==> src/rtl/memory_access.sv <==
// MEM pipeline stage: runs load/store transactions on the data-memory port, formats load data, forwards ALU results.
// Non-mem ops retire one cycle after accept; mem ops hold o_ex_rdy low until gnt (store) or rvalid (load).
module memory_access #(
  parameter int         N        = 32,
  parameter logic [6:0] OP_LOAD  = 7'b0000011,
  parameter logic [6:0] OP_STORE = 7'b0100011
) (
  input  logic         clk,
  input  logic         rst_n,
  input  logic         i_ex_vld,
  output logic         o_ex_rdy,
  input  logic [N-1:0] i_alu_result,
  input  logic [N-1:0] i_rs2_data,
  input  logic [4:0]   i_rd,
  input  logic [6:0]   i_opcode,
  input  logic [2:0]   i_funct3,
  output logic         o_dmem_req,
  output logic         o_dmem_we,
  output logic [N-1:0] o_dmem_addr,
  output logic [N-1:0] o_dmem_wdata,
  output logic [3:0]   o_dmem_be,
  input  logic         i_dmem_gnt,
  input  logic         i_dmem_rvalid,
  input  logic [N-1:0] i_dmem_rdata,
  output logic [4:0]   o_rd,
  output logic [6:0]   o_opcode,
  output logic [N-1:0] o_wb_data,
  output logic         o_mem_vld,
  output logic         o_mem_err
);

  typedef enum logic [1:0] {IDLE, REQ, RSP} state_t;

  state_t       state;
  logic [2:0]   f3_q;
  logic [1:0]   a_q;
  logic [4:0]   rd_q;
  logic [6:0]   op_q;

  logic         accept, is_load, is_store, is_mem, f3_ok, aligned, legal;
  logic [1:0]   a;
  logic [3:0]   be_n;
  logic [N-1:0] wdata_n;

  assign o_ex_rdy = rst_n && (state == IDLE);
  assign accept   = i_ex_vld && o_ex_rdy;

  always_comb begin
    a        = i_alu_result[1:0];
    is_load  = (i_opcode == OP_LOAD);
    is_store = (i_opcode == OP_STORE);
    is_mem   = is_load || is_store;
    f3_ok    = 1'b0;
    aligned  = 1'b0;
    case (i_funct3)
      3'b000: begin f3_ok = 1'b1;    aligned = 1'b1;     end
      3'b001: begin f3_ok = 1'b1;    aligned = ~a[0];    end
      3'b010: begin f3_ok = 1'b1;    aligned = (a == 2'b00); end
      3'b100: begin f3_ok = is_load; aligned = 1'b1;     end
      3'b101: begin f3_ok = is_load; aligned = ~a[0];    end
      default: begin f3_ok = 1'b0;   aligned = 1'b0;     end
    endcase
    legal   = f3_ok && aligned;
    be_n    = 4'b1111;
    wdata_n = i_rs2_data;
    if (is_store) begin
      case (i_funct3[1:0])
        2'b00: begin be_n = 4'b0001 << a; wdata_n = {4{i_rs2_data[7:0]}};  end
        2'b01: begin be_n = 4'b0011 << a; wdata_n = {2{i_rs2_data[15:0]}}; end
        default: ;
      endcase
    end
  end

  // Lane select uses the byte offset captured at accept, not the live address.
  function automatic logic [N-1:0] fmt_load(input logic [2:0] f3, input logic [1:0] off,
                                            input logic [N-1:0] w);
    logic [7:0]  b;
    logic [15:0] h;
    b = w[{off, 3'b000} +: 8];
    h = off[1] ? w[31:16] : w[15:0];
    case (f3)
      3'b000:  fmt_load = {{(N-8){b[7]}}, b};
      3'b001:  fmt_load = {{(N-16){h[15]}}, h};
      3'b100:  fmt_load = {{(N-8){1'b0}}, b};
      3'b101:  fmt_load = {{(N-16){1'b0}}, h};
      default: fmt_load = w;
    endcase
  endfunction

  always_ff @(posedge clk or negedge rst_n) begin
    if (!rst_n) begin
      state        <= IDLE;
      f3_q         <= '0;
      a_q          <= '0;
      rd_q         <= '0;
      op_q         <= '0;
      o_dmem_req   <= 1'b0;
      o_dmem_we    <= 1'b0;
      o_dmem_addr  <= '0;
      o_dmem_wdata <= '0;
      o_dmem_be    <= '0;
      o_rd         <= '0;
      o_opcode     <= '0;
      o_wb_data    <= '0;
      o_mem_vld    <= 1'b0;
      o_mem_err    <= 1'b0;
    end else begin
      o_mem_vld <= 1'b0;
      o_mem_err <= 1'b0;
      case (state)
        IDLE: begin
          if (accept) begin
            f3_q <= i_funct3;
            a_q  <= a;
            rd_q <= i_rd;
            op_q <= i_opcode;
            if (!is_mem) begin
              o_mem_vld <= 1'b1;
              o_rd      <= i_rd;
              o_opcode  <= i_opcode;
              o_wb_data <= i_alu_result;
            end else if (legal) begin
              state        <= REQ;
              o_dmem_req   <= 1'b1;
              o_dmem_we    <= is_store;
              o_dmem_addr  <= {i_alu_result[N-1:2], 2'b00};
              o_dmem_be    <= be_n;
              o_dmem_wdata <= wdata_n;
            end else begin
              o_mem_err <= 1'b1;
            end
          end
        end
        REQ: begin
          if (i_dmem_gnt) begin
            o_dmem_req <= 1'b0;
            o_dmem_we  <= 1'b0;
            if (o_dmem_we) begin
              state     <= IDLE;
              o_mem_vld <= 1'b1;
              o_rd      <= rd_q;
              o_opcode  <= op_q;
              o_wb_data <= '0;
            end else begin
              state <= RSP;
            end
          end
        end
        RSP: begin
          if (i_dmem_rvalid) begin
            state     <= IDLE;
            o_mem_vld <= 1'b1;
            o_rd      <= rd_q;
            o_opcode  <= op_q;
            o_wb_data <= fmt_load(f3_q, a_q, i_dmem_rdata);
          end
        end
        default: state <= IDLE;
      endcase
    end
  end

endmodule

==> config.mk <==
export PLATFORM = sky130hd
export DESIGN_NAME = memory_access
export DESIGN_NICKNAME = d
export VERILOG_FILES = /design/src/rtl/memory_access.sv
export SDC_FILE = /design/constraint.sdc
export NUM_CORES = 1
export LEC_CHECK = 0
export BUFFER_PORTS_ARGS = -buffer_cell sky130_fd_sc_hd__buf_2
export CAP_MARGIN = 15
export CORE_ASPECT_RATIO = 0.5
export CORE_MARGIN = 1
export CORE_UTILIZATION = 51
export DETAILED_ROUTE_END_ITERATION = 6
export MAX_ROUTING_LAYER = met4
export PLACE_DENSITY = 0.79
export SLEW_MARGIN = 20
export SYNTH_ARGS = -nofsm -noshare
export SYNTH_HDL_FRONTEND = slang
export SYNTH_SLANG_ARGS = --single-unit
==> constraint.sdc <==
create_clock -name clk -period 2.51 [get_ports clk]
set_input_delay 0.502 -clock clk [delete_from_list [all_inputs] [get_ports clk]]
set_output_delay 0.502 -clock clk [all_outputs]
set_load 0.005 [all_outputs]
# Yosys cells after proc, flatten, opt, wreduce, memory -nomap -nowiden
# Index checks and enable logic that the tools add are counted.
[totals]
reg_bits = 133
word_cells = 110
mem_count = 0
latch_bits = 0
out_inout_bits = 117
mem_bits_rw = 0
rom_bits = 0
[classes]
n_bitwise = 1
magnitude_cmp = 0
multipliers = 0
n_reduce_logical = 20
shifts = 3
div_mod_pow = 0
addsub = 0
mux = 52
n_eq_ne = 19
[op_table]
columns = ["op", "n"]
rows = [
  ["two-way mux 32 bit", 6],
  ["one-hot mux 32 bit (4 select lines)", 1],
  ["one-hot mux 32 bit (3 select lines)", 1],
  ["one-hot mux 32 bit (2 select lines)", 1],
  ["two-way mux 7 bit", 5],
  ["variable part select 32 x 6 -> 8 bit", 1],
  ["two-way mux 5 bit", 5],
  ["one-hot mux 7 bit (3 select lines)", 1],
  ["two-way mux 1 bit", 16],
  ["two-way mux 16 bit", 1],
  ["one-hot mux 5 bit (3 select lines)", 1],
  ["!= test 2 bit, second input constant", 7],
  ["equality test 3 bit, second input constant", 4],
  ["two-way mux 2 bit", 6],
  ["AND reduction 5 bit", 2],
  ["one-hot mux 4 bit (2 select lines)", 1],
  ["equality test 7 x 2 -> 1 bit, second input constant", 1],
  ["equality test 7 x 6 -> 1 bit, second input constant", 1],
  ["equality test 3 x 1 -> 1 bit, second input constant", 2],
  ["logical NOT 2 bit", 3],
  ["logical NOT 3 bit", 2],
  ["one-hot mux 1 bit (2 select lines)", 3],
  ["one-hot mux 1 bit (3 select lines)", 2],
  ["one-hot mux 2 bit (3 select lines)", 1],
  ["16 further kinds", 21],
]

# Logic depth before layout (Yosys ltp)
[logic_depth]
ltp_word = 8
mapped_depth = 10
mapped_depth_nobuf = 6

# Least setup slack after synthesis
# OpenSTA, ideal clock, no wires.
[synth_path]
kind = "register to register"
from = "reg state[0]"
to = "reg state[0]"
period_less_slack_ps = 2176
arrival_ps = 2052
stages_incl_launch_ff = 9
slack_ps = 334
t_required_ps = 2385
n_path_buf = 2
path_cell_list = "dfrtp_1 inv_1 ha_1 buf_2 and3_1 buf_2 o2111ai_1 a211oi_2 mux2_2"
[synth_via]
elab_chain_len = 5
[synth_rtl]
columns = ["item", "line_no", "rtl"]
rows = [
  ["start: declaration", "34", "state_t state;"],
  ["start signal: assignment", "93", "state <= IDLE;"],
  ["start signal: assignment", "124", "state <= REQ;"],
  ["start signal: assignment", "140", "state <= IDLE;"],
  ["logical NOT 2 bit", "45, 111", ""],
  ["logical AND 1 bit", "45", "assign o_ex_rdy = rst_n && (state == IDLE);"],
  ["logical AND 1 bit", "46", "assign accept = i_ex_vld && o_ex_rdy;"],
  ["!= test 2 bit (no line)", "n/a", ""],
  ["AND reduction 5 bit (no line)", "n/a", ""],
]
# Parallel ways exist; a longest one is shown, timed or not.
# A chain may end at the register's enable or synchronous reset.

# Worst setup path in the final report
[layout_path]
from = "reg state[1]"
to = "reg o_wb_data[6]"
[layout_via]
elab_chain_len = 5
[layout_rtl]
columns = ["item", "line_no", "rtl"]
rows = [
  ["logical NOT 2 bit", "45, 111", ""],
  ["logical AND 1 bit", "45", ""],
  ["logical AND 1 bit", "46", ""],
  ["!= test 2 bit (no line)", "n/a", ""],
  ["AND reduction 6 bit (no line)", "n/a", ""],
  ["end signal: assignment", "122", "o_wb_data <= i_alu_result;"],
  ["end signal: assignment", "156", "o_wb_data <= fmt_load(f3_q, a_q, i_dmem_rdata);"],
  ["end: declaration", "27", "output logic [N-1:0] o_wb_data,"],
]
# Parallel ways exist; a longest one is shown, timed or not.

==> impl_metrics.toml <==
[status]
outcome = "finished clean"

[clock_tree]
clk_latency_ps = 410
ctsHtreeMaxLevel = 4
cts.sinks = 133
cts_tree = "done"
cts_buffers = 17
cts_setup_buffers = 0
postCtsHoldBufs = 0
clk_root_buffer_cell = "clkbuf_16"
ctsResizeCount = 0
clk_path_buf_depth = 2
clk_pin_slew_ps = 60

[die]
core_area_mm2 = 0.0128
ios = 233
die_area_mm2 = 0.0138
dieWidth_um = 165
initial_core_util_pct = 52.9
die_y_um = 83.5
core.rowCount = 29

[worst_setup_path]
endpoint_kind = "flip-flop"
start_kind = "flip-flop"
cp_max_fo = 44
slowest_delay_ps = 500
cp.required_ps = 2830
path_class = "flip-flop to flip-flop"
crit_buf_inv = 2
cp_cell_sequence = "inv_1, ha_2, nand3_2, a2111oi_4, buf_4, a21oi_1, a31oi_1"
crit_family = "compound AO/OA/AOI/OAI gates"
slowest_stage = "buf_4"
arrival_ps = 2610

[logic_synthesis]
yosysUniqueCellTypes = 49
synth-compound-area-share_pct = 17.5
yosys-top-cells-count = "dfrtp_1, a21oi_1, mux2_2"
synth-seq-cells = 133
synth_adder_area_share_pct = 1.11
synthSimpleGateAreaFrac_pct = 10.7
synth_seq_area_share_pct = 49.2
synthXorXnorAreaFrac_pct = 0
postSynthCellCount = 660
synthMuxAreaShare_pct = 16.9
yosysMostFrequentCell = "dfrtp_1"
synth_top_area_share_pct = 49.2
synth_top_area_cell = "dfrtp_1"
syn_area_mm2 = 0.00677
async_flop_share_pct = 100
synthTopCellsByArea = "dfrtp_1, mux2_2, mux2i_1, a21oi_1, o21ai_0"
synth_flop_cell = "dfrtp_1"
syn_area_per_cell_um2 = 10.3
yosys_warnings = 0
synth_edf_count = 0
synth_top_family_by_area = "compound AO/OA/AOI/OAI gates"

[detailed_routing]
wl_met1_um = 8350
drt_pass1_iterations = 5
drcViolationCount = 0
via_count = 5922
highest_layer = "met4"
drt_iter0_drc = 311
viasPerCell = 5.61
wire_per_inst_um = 17.8
dr_wl_met2_um = 9020
drt_wl_total_um = 18800
ant_nets = 0
route.met3.wl_um = 1100

[global_routing]
grt_max_degree = 134
grt_pass1_vias = 5856
grt_pass1_wl_um = 29800
grt_antenna_before_repair = 1
grt_usage_pct = 28.8
overflow = 0

[sta]
setup_viol_count_final = 0
tightest_slew_ps = 985
timing.fmax_mhz = 436
finalClockSkew_ps = 8.13
setup_tns_ps = 0
hold_viol = 0
slew_headroom_pct = 32.5
slew_violations = 0
rsz0062_at_grt = "no"
final.min_clock_period_ps = 2290
fin_ws_ps = 216
min_period_over_period_pct = 91.4

[cells_and_area]
layout-drive-gt1-share_pct = 39.8
nets = 995
syn2layout_area_growth_pct = 29.1

[power_and_ir_drop]
ir_drop_mv = 0.533
p_leak_nw = 4.36
power.density_mw_per_mm2 = 1110

[place]
numPortBuffers = 230
dp_slack_ps = 237
hpwl_um = 13000
gp_congestion = 0.858

[job]
cap_violations = 0

[hold_path]
hold_class = "input pin to async pin"
==> per-layer routing <==
layer | global-route usage (%) | vias up
met5 | - | -
met4 | 9.34 | 0
met3 | 5.76 | 38
met2 | 46.2 | 201
met1 | 36.6 | 2869
li1 | - | 2814
==> logic make-up (layout without fill, tap and decap cells) <==
group,after synthesis,in the layout
mux,107,107
compound gates,204,204
simple gates,139,139
buf+inv,70,294
fa+ha+maj,6,6
flops,133,133
other cells,1,3
==> power breakdown <==
group          switching [mW]  leakage, nW  internal (mW)
sequential              0.366         1.70           2.75
clock                   0.961        0.301           1.71
combinational            2.24         2.36           1.70
total                    3.56         4.36           6.16
==> cell usage in the layout (no fill, tap or decap), drive strengths merged, types with 13 or more instances in the layout <==
cell / n
mux2i: 50
a31oi: 33
o21ai: 54
nand2: 52
inv: 13
dfrtp: 133
a21oi: 86
clkbuf: 19
nor2: 13
nand2b: 30
mux2: 57
buf: 250
==> registers in the layout (all words and copies together), names as in the netlist, 2 cells and up <==
name / flops
a_q: 2
o_rd: 5
op_q: 7
o_dmem_wdata: 32
state: 2
o_wb_data: 32
f3_q: 3
o_opcode: 7
o_dmem_addr: 30
o_dmem_be: 4
rd_q: 5
==> worst paths after layout <==
kind                                                   start                           end  slack [ps]  depth (start not counted)
worst min register to register  o_dmem_wdata[19]$_DFFE_PN0P_  o_dmem_wdata[19]$_DFFE_PN0P_         480                          2
worst max register to register          state[1]$_DFFE_PN0P_      o_wb_data[6]$_DFFE_PN0P_         220                          7
min in group clk                                  i_dmem_gnt        o_dmem_req$_DFFE_PN0P_         330                          2
max in group asynchronous                              rst_n  o_dmem_wdata[15]$_DFFE_PN0P_        1690                          2
worst max-delay path                    state[1]$_DFFE_PN0P_      o_wb_data[6]$_DFFE_PN0P_         220                          7
worst min-delay path                                   rst_n   o_dmem_wdata[1]$_DFFE_PN0P_         180                          2
==> stage by stage <==
step                      cells  utilization [%]  hold WS (ps)  instance area [µm²]  total power [mW]
after detailed placement   1024             63.3           465                 8110              7.03
after CTS                  1055             68.2           286                 8740              9.75
final                      1056             68.2           177                 8740              9.72
after global routing       1056             68.2           301                 8740              10.3
after global placement     1024             63.3           456                 8110              6.88
after floorplan             661                -           206                 6780              5.76
==> final cells by class <==
class / instances / area, µm²
fillers: 1026 / 4070
well taps: 170 / 213
clock buffers: 19 / 453
inverters: 13 / 48.8
repair buffers: 250 / 1360
clock inverters: 12 / 179
flip-flops and latches: 133 / 3330
diodes: 1 / 2.50
multi-input cells: 458 / 3160
No activity file was read; power rests on OpenSTA's default activity.
